$ cat config.mk
export PLATFORM = sky130hd
export DESIGN_NAME = bifrost_mmu
export DESIGN_NICKNAME = d
export VERILOG_FILES = /design/src/rtl/bifrost_pkg.sv /design/src/rtl/bifrost_mmu_commit_timer.sv /design/src/rtl/bifrost_mmu.sv
export SDC_FILE = /design/constraint.sdc
export NUM_CORES = 1
export LEC_CHECK = 0
export CORE_MARGIN = 2
export CORE_UTILIZATION = 55
export DETAILED_ROUTE_END_ITERATION = 8
export PLACE_DENSITY = 0.74
export SYNTH_ARGS = -nofsm -noshare
export SYNTH_HDL_FRONTEND = slang
export SYNTH_SLANG_ARGS = --single-unit
$ cat constraint.sdc
create_clock -name clock -period 3.1 [get_ports clock]
set_clock_uncertainty 0.2 [all_clocks]
set_input_delay 0.62 -clock clock [delete_from_list [all_inputs] [get_ports clock]]
set_output_delay 0.62 -clock clock [all_outputs]
set_load 0.03 [all_outputs]
$ cat src/rtl/bifrost_pkg.sv
// bifrost_pkg: shared constants for the Bifrost MMU and the downstream
// address decoder. Holds the register window layout, CTRL bit positions,
// the frame width and the I/O page, and a register-offset decode helper.
package bifrost_pkg;

    localparam int unsigned FRAME_W = 7;
    localparam logic [3:0]  IO_PAGE = 4'hD;

    localparam logic [15:0] WIN_BASE   = 16'hDE00;
    localparam logic [7:0]  WIN_SIZE   = 8'h30;
    localparam logic [7:0]  STAGE_OFF  = 8'h00;
    localparam logic [7:0]  CTRL_OFF   = 8'h10;
    localparam logic [7:0]  COMMIT_OFF = 8'h11;
    localparam logic [7:0]  ACTIVE_OFF = 8'h20;

    localparam int unsigned CTRL_ENABLE_BIT  = 0;
    localparam int unsigned CTRL_PENDING_BIT = 1;

    typedef enum logic [2:0] {
        REG_NONE,
        REG_STAGE,
        REG_CTRL,
        REG_COMMIT,
        REG_ACTIVE
    } reg_kind_e;

    // Classifies a window offset; offsets outside any register map to REG_NONE.
    function automatic reg_kind_e decode_reg(input logic [7:0] off);
        reg_kind_e kind;
        kind = REG_NONE;
        if (off[7:4] == STAGE_OFF[7:4])       kind = REG_STAGE;
        else if (off == CTRL_OFF)             kind = REG_CTRL;
        else if (off == COMMIT_OFF)           kind = REG_COMMIT;
        else if (off[7:4] == ACTIVE_OFF[7:4]) kind = REG_ACTIVE;
        return kind;
    endfunction

endpackage

$ cat src/rtl/bifrost_mmu_commit_timer.sv
// bifrost_mmu_commit_timer: delayed-commit countdown.
//   clock, reset_b : clock, async active-low reset
//   load, value    : restart the countdown with value (wins over expiry)
//   pending        : countdown in progress
//   fire           : combinational; high on the edge the copy must happen
module bifrost_mmu_commit_timer #(
    parameter int unsigned CNT_W = 8
) (
    input  logic             clock,
    input  logic             reset_b,
    input  logic             load,
    input  logic [CNT_W-1:0] value,
    output logic             pending,
    output logic             fire
);

    logic [CNT_W-1:0] count;

    // A reload on the would-be expiry edge suppresses the copy.
    assign fire = pending && (count == '0) && !load;

    always_ff @(posedge clock or negedge reset_b) begin
        if (!reset_b) begin
            count   <= '0;
            pending <= 1'b0;
        end else if (load) begin
            count   <= value;
            pending <= 1'b1;
        end else if (fire) begin
            pending <= 1'b0;
        end else if (pending) begin
            count <= count - 1'b1;
        end
    end

endmodule

$ cat src/rtl/bifrost_mmu.sv
// bifrost_mmu: 6502 CPU address -> physical address translation with 16
// page registers and a delayed atomic commit from STAGE to ACTIVE.
//   clock, reset_b : clock, async active-low reset
//   cpu_addr, rw   : CPU address bus, 1 = read
//   data_in        : CPU write data
//   addr           : translated physical address (combinational)
//   data_out       : register read data (combinational)
//   data_oe        : register window read in progress
//   pending        : commit countdown in progress
module bifrost_mmu #(
    parameter int unsigned FRAME_W = bifrost_pkg::FRAME_W,
    parameter int unsigned CNT_W   = 8
) (
    input  logic                clock,
    input  logic                reset_b,
    input  logic [15:0]         cpu_addr,
    input  logic                rw,
    input  logic [7:0]          data_in,
    output logic [FRAME_W+11:0] addr,
    output logic [7:0]          data_out,
    output logic                data_oe,
    output logic                pending
);

    import bifrost_pkg::*;

    logic [FRAME_W-1:0] stage  [16];
    logic [FRAME_W-1:0] active [16];
    logic               enable;
    logic               fire;
    logic               in_win;
    logic               wr;
    logic [3:0]         page;
    logic [3:0]         idx;
    logic [FRAME_W-1:0] frame;
    reg_kind_e          kind;

    assign page   = cpu_addr[15:12];
    assign idx    = cpu_addr[3:0];
    assign in_win = (cpu_addr[15:8] == WIN_BASE[15:8]) && (cpu_addr[7:0] < WIN_SIZE);
    assign kind   = decode_reg(cpu_addr[7:0]);
    assign wr     = in_win && !rw;
    assign data_oe = in_win && rw;

    bifrost_mmu_commit_timer #(
        .CNT_W (CNT_W)
    ) u_timer (
        .clock   (clock),
        .reset_b (reset_b),
        .load    (wr && (kind == REG_COMMIT)),
        .value   (CNT_W'(data_in)),
        .pending (pending),
        .fire    (fire)
    );

    // STAGE is read before its own write in the same edge, so the copy
    // always takes the pre-write value.
    always_ff @(posedge clock or negedge reset_b) begin
        if (!reset_b) begin
            for (int unsigned i = 0; i < 16; i++) begin
                stage[i]  <= FRAME_W'(i);
                active[i] <= FRAME_W'(i);
            end
            enable <= 1'b0;
        end else begin
            if (fire) begin
                for (int unsigned i = 0; i < 16; i++) begin
                    active[i] <= stage[i];
                end
            end
            if (wr && (kind == REG_STAGE)) begin
                stage[idx] <= data_in[FRAME_W-1:0];
            end
            if (wr && (kind == REG_CTRL)) begin
                enable <= data_in[CTRL_ENABLE_BIT];
            end
        end
    end

    always_comb begin
        frame = FRAME_W'(page);
        if (page == IO_PAGE) begin
            frame = FRAME_W'(IO_PAGE);
        end else if (enable) begin
            frame = active[page];
        end
    end

    assign addr = {frame, cpu_addr[11:0]};

    always_comb begin
        data_out = '0;
        if (data_oe) begin
            case (kind)
                REG_STAGE:  data_out = 8'(stage[idx]);
                REG_ACTIVE: data_out = 8'(active[idx]);
                REG_CTRL: begin
                    data_out[CTRL_ENABLE_BIT]  = enable;
                    data_out[CTRL_PENDING_BIT] = pending;
                end
                default:    data_out = '0;
            endcase
        end
    end

endmodule
==> summary.txt <==
Outcome
  – Status: finished clean

Timing
  – Final setup fails: 0
  – Worst slew margin: 46.1%
  – Highest clock rate: 0.323 GHz
  – Actual slew at the worst max-slew pin: 0.805 ns
  – Worst hold margin: 0.310 ns
  – Final Critical Period: 3.10 ns
  – Final hold viol count: 0
  – Fin Setup TNS: 0 ns
  – Final slew viol count: 0
  – Crit share post-route: 100%
  – Unrepaired setup endpoints after global routing: yes

Power
  – PwrDens: 469 nW/um^2
  – Max VDD drop: 0.368 mV
  – Power Total: 7.12 mW
  – Leak pwr: 6.93 nW

Global route
  – Largest net degree at the start of global routing: 77
  – Initial antenna violation count: 0
  – Total track usage: 28.3%
  – Vias in the first global route: 8,491
  – Grt ovf: 0
  – First-pass GRT wire length: 50,800 um

Setup path
  – Critical R2R Launch: u_timer.count[0]
  – CP endpoint kind: output port
  – R2R depth: 8
  – End of the worst register-to-register path: active[106]
  – Data arrival, critical path: 2.28 ns
  – Max FO, Critical Path: 7
  – CP Launch Point: cpu_addr[12]
  – WS Path Type: in2out
  – Buf/Inv on CP: 3
  – Slowest Stage Delay on Critical Path: 0.52 ns
  – Top delay family on crit path: multiplexers
  – CP startpoint kind: input port
  – Number of cells on the critical path: 6
  – Critical path cell sequence: buf_12 -> buf_12 -> mux4_2 -> mux4_2 -> a22o_1 -> buf_6
  – Reg2reg setup slack: 0.40 ns
  – Critical path data required time: 2.28 ns
  – CP max-delay cell: mux4_2
  – Worst setup path endpoint: addr[12]

Clock tree
  – Total CTS buffers: 27
  – Worst-path clk slew: 0.05 ns
  – Max Buffers Root-to-Sink: 3
  – CTS sink cnt: 234
  – CTS tree: done
  – # H-tree levels: 1
  – Worst skew pair latency: 0.54 ns
  – CTS root buf: clkbuf_16

Floorplanning
  – Core area: 21,700 sq um
  – Die area: 23,100 sq um
  – Die height: 152 um
  – Row count: 54
  – IO Pins: 56
  – Initial core utilization: 55.6%
  – Die width: 152 um

Yosys
  – Post-synth top area cell: dfrtp_1
  – Top-area cell type share of the netlist area: 35.3%
  – Register area share after synthesis: 49.2%
  – Synth Warn #: 0
  – Netlist cell types: 46
  – Async set or reset register ratio after synthesis: 100%
  – Mapped Cells: 780
  – Synth Flop Type: dfrtp_1
  – EDFF count, synth: 0
  – Syn nets: 808
  – Syn Std Cell Area: 12,100 sq um
  – Area contributors post-synth: dfrtp_1 35%, mux4_2 18%, dfstp_2 14%, mux2_1 14%, mux2_2 8.1%
  – Mean Syn Cell Area: 15.5 sq um
  – Synthesized flop and latch total: 234

Finish
  – Multi-input logic area: 5900 sq um
  – Final-layout fill cell count: 1,374
  – Finished Layout Cells: 1,228
  – Reg area: 5940 sq um
  – Core Util, Final: 70.1%
  – Layout net count: 955
  – Fraction of layout cells with a size suffix above 1: 50.6%
  – Area added between synthesis and finish: 26.0%
  – # diodes: 0

Drt
  – Vias/cell: 6.36
  – Total detailed-routing wirelength: 32,100 um
  – Drt first pass iters: 5
  – Post-route ant nets: 0
  – DRC violations left: 0
  – Vias: 7,809
  – Iteration-0 DRC Markers: 496
  – Routed wire per std cell: 26.2 um

Worst hold path
  – Tightest Hold Check Type: reg2reg

Placement
  – Port Buffers: 54
  – GPL Wtd Cong: 0.916
  – Placed cells: 1,161
  – Post-DP HPWL: 22,500 um

Run
  – Max-cap violations: 0
-- registers in the layout, indices dropped and copies added (netlist names) --
signal           count
u_timer.count        8
active             112
stage              112
u_timer.pending      1
enable               1
-- cells by family after synthesis --
family | share of synthesized area [%]
flops | 49.2
compound gates | 2.35
buf+inv | 3.67
mux | 40.1
fa+ha+maj | 0.104
simple gates | 4.49
xor+xnor | 0.0726
other cells | 0.0311
-- timing repair --
action / CTS / global route
pin swaps: 13 / 7
hold endpoints to repair: 46 / 0
setup endpoints to repair: 14 / 12
hold buffers: 1 / 0
gates cloned: 4 / 2
setup buffers: 9 / 1
gates resized for setup: 62 / 16
-- layout make-up --
class / instances / share of cell area [%]
repair buffers: 190 / 13.2
clock inverters: 12 / 1.28
well taps: 280 / 2.31
multi-input cells: 463 / 38.8
clock buffers: 38 / 5.05
inverters: 11 / 0.272
flip-flops and latches: 234 / 39.1
-- layout by cell type (no fill, tap or decap), types with 6 or more instances in the layout --
| cell | n |
|---|---|
| nor3_1 | 10 |
| clkbuf_16 | 29 |
| nand2_1 | 9 |
| nand4b_1 | 11 |
| or3_1 | 7 |
| buf_6 | 13 |
| dlygate4sd2_1 | 10 |
| buf_4 | 108 |
| inv_1 | 7 |
| clkbuf_1 | 6 |
| buf_12 | 24 |
| a21oi_1 | 6 |
| mux2_1 | 148 |
| mux2_2 | 87 |
| buf_16 | 6 |
| dfrtp_1 | 170 |
| mux4_2 | 94 |
| clkdlybuf4s50_1 | 21 |
| mux2i_1 | 6 |
| dfstp_2 | 64 |
-- Yosys cell counts (all sizes together) (7+ instances only) --
cell type and n:
mux2i 7, clkbuf 26, nor3 10, or3 7, nand3 9, buf 46, dfrtp 170, inv 11
mux2 235, nand2 10, mux4 94, nand4b 11, dfstp 64, o21ai 15
-- routing by layer --
metal / global-route usage (%) / share of wire, %
met1: 38.0 / 40
met4: 9.75 / 3.8
met3: 5.62 / 6.9
met5: 0 / 0
met2: 46.7 / 50
-- metrics by stage --
step           instance area [sq um]  worst slack (ns)
2_1_floorplan                  12200           0.00102
3_3_place_gp                   13800            -0.439
3_5_place_dp                   13800            -0.418
4_1_cts                        15100           -0.0105
5_1_grt                        15200           -0.0275
6_report                       15200          0.000707
-- worst min path at each step --
| stage | startpoint | endpoint | slack (ns) | cells past startpoint |
|---|---|---|---|---|
| final | stage[25] | active[25] | 0.31 | 1 |
| after global routing | stage[89] | active[89] | 0.33 | 1 |
| after CTS | stage[78] | active[78] | 0.31 | 1 |
| after detailed placement | stage[78] | active[78] | 0.30 | 1 |
| after global placement | stage[87] | active[87] | 0.28 | 1 |
| after floorplan | reset_b | active[100] | 0.12 | 0 |
-- worst register-to-register path, delay by kind of cell, from the launching register on --
kind                     cells  cell delay, ns
multiplexers                 1            0.32
AND/OR/NAND/NOR              2            0.89
flip-flops                   1            0.40
adder cells (fa/ha/maj)      1            0.18
AO/OA/AOI/OAI                1            0.12
buffers and inverters        3            0.47
-- power breakdown --
part           leakage [nW]  switching (mW)  total [mW]  internal (mW)
Clock                 0.471            1.27        3.41           2.14
Combinational          3.45           0.322       0.578          0.256
Sequential             3.02          0.0422        3.13           3.09
Total                  6.93            1.63        7.12           5.49
Note: power is estimated with default switching activity, not from simulation.
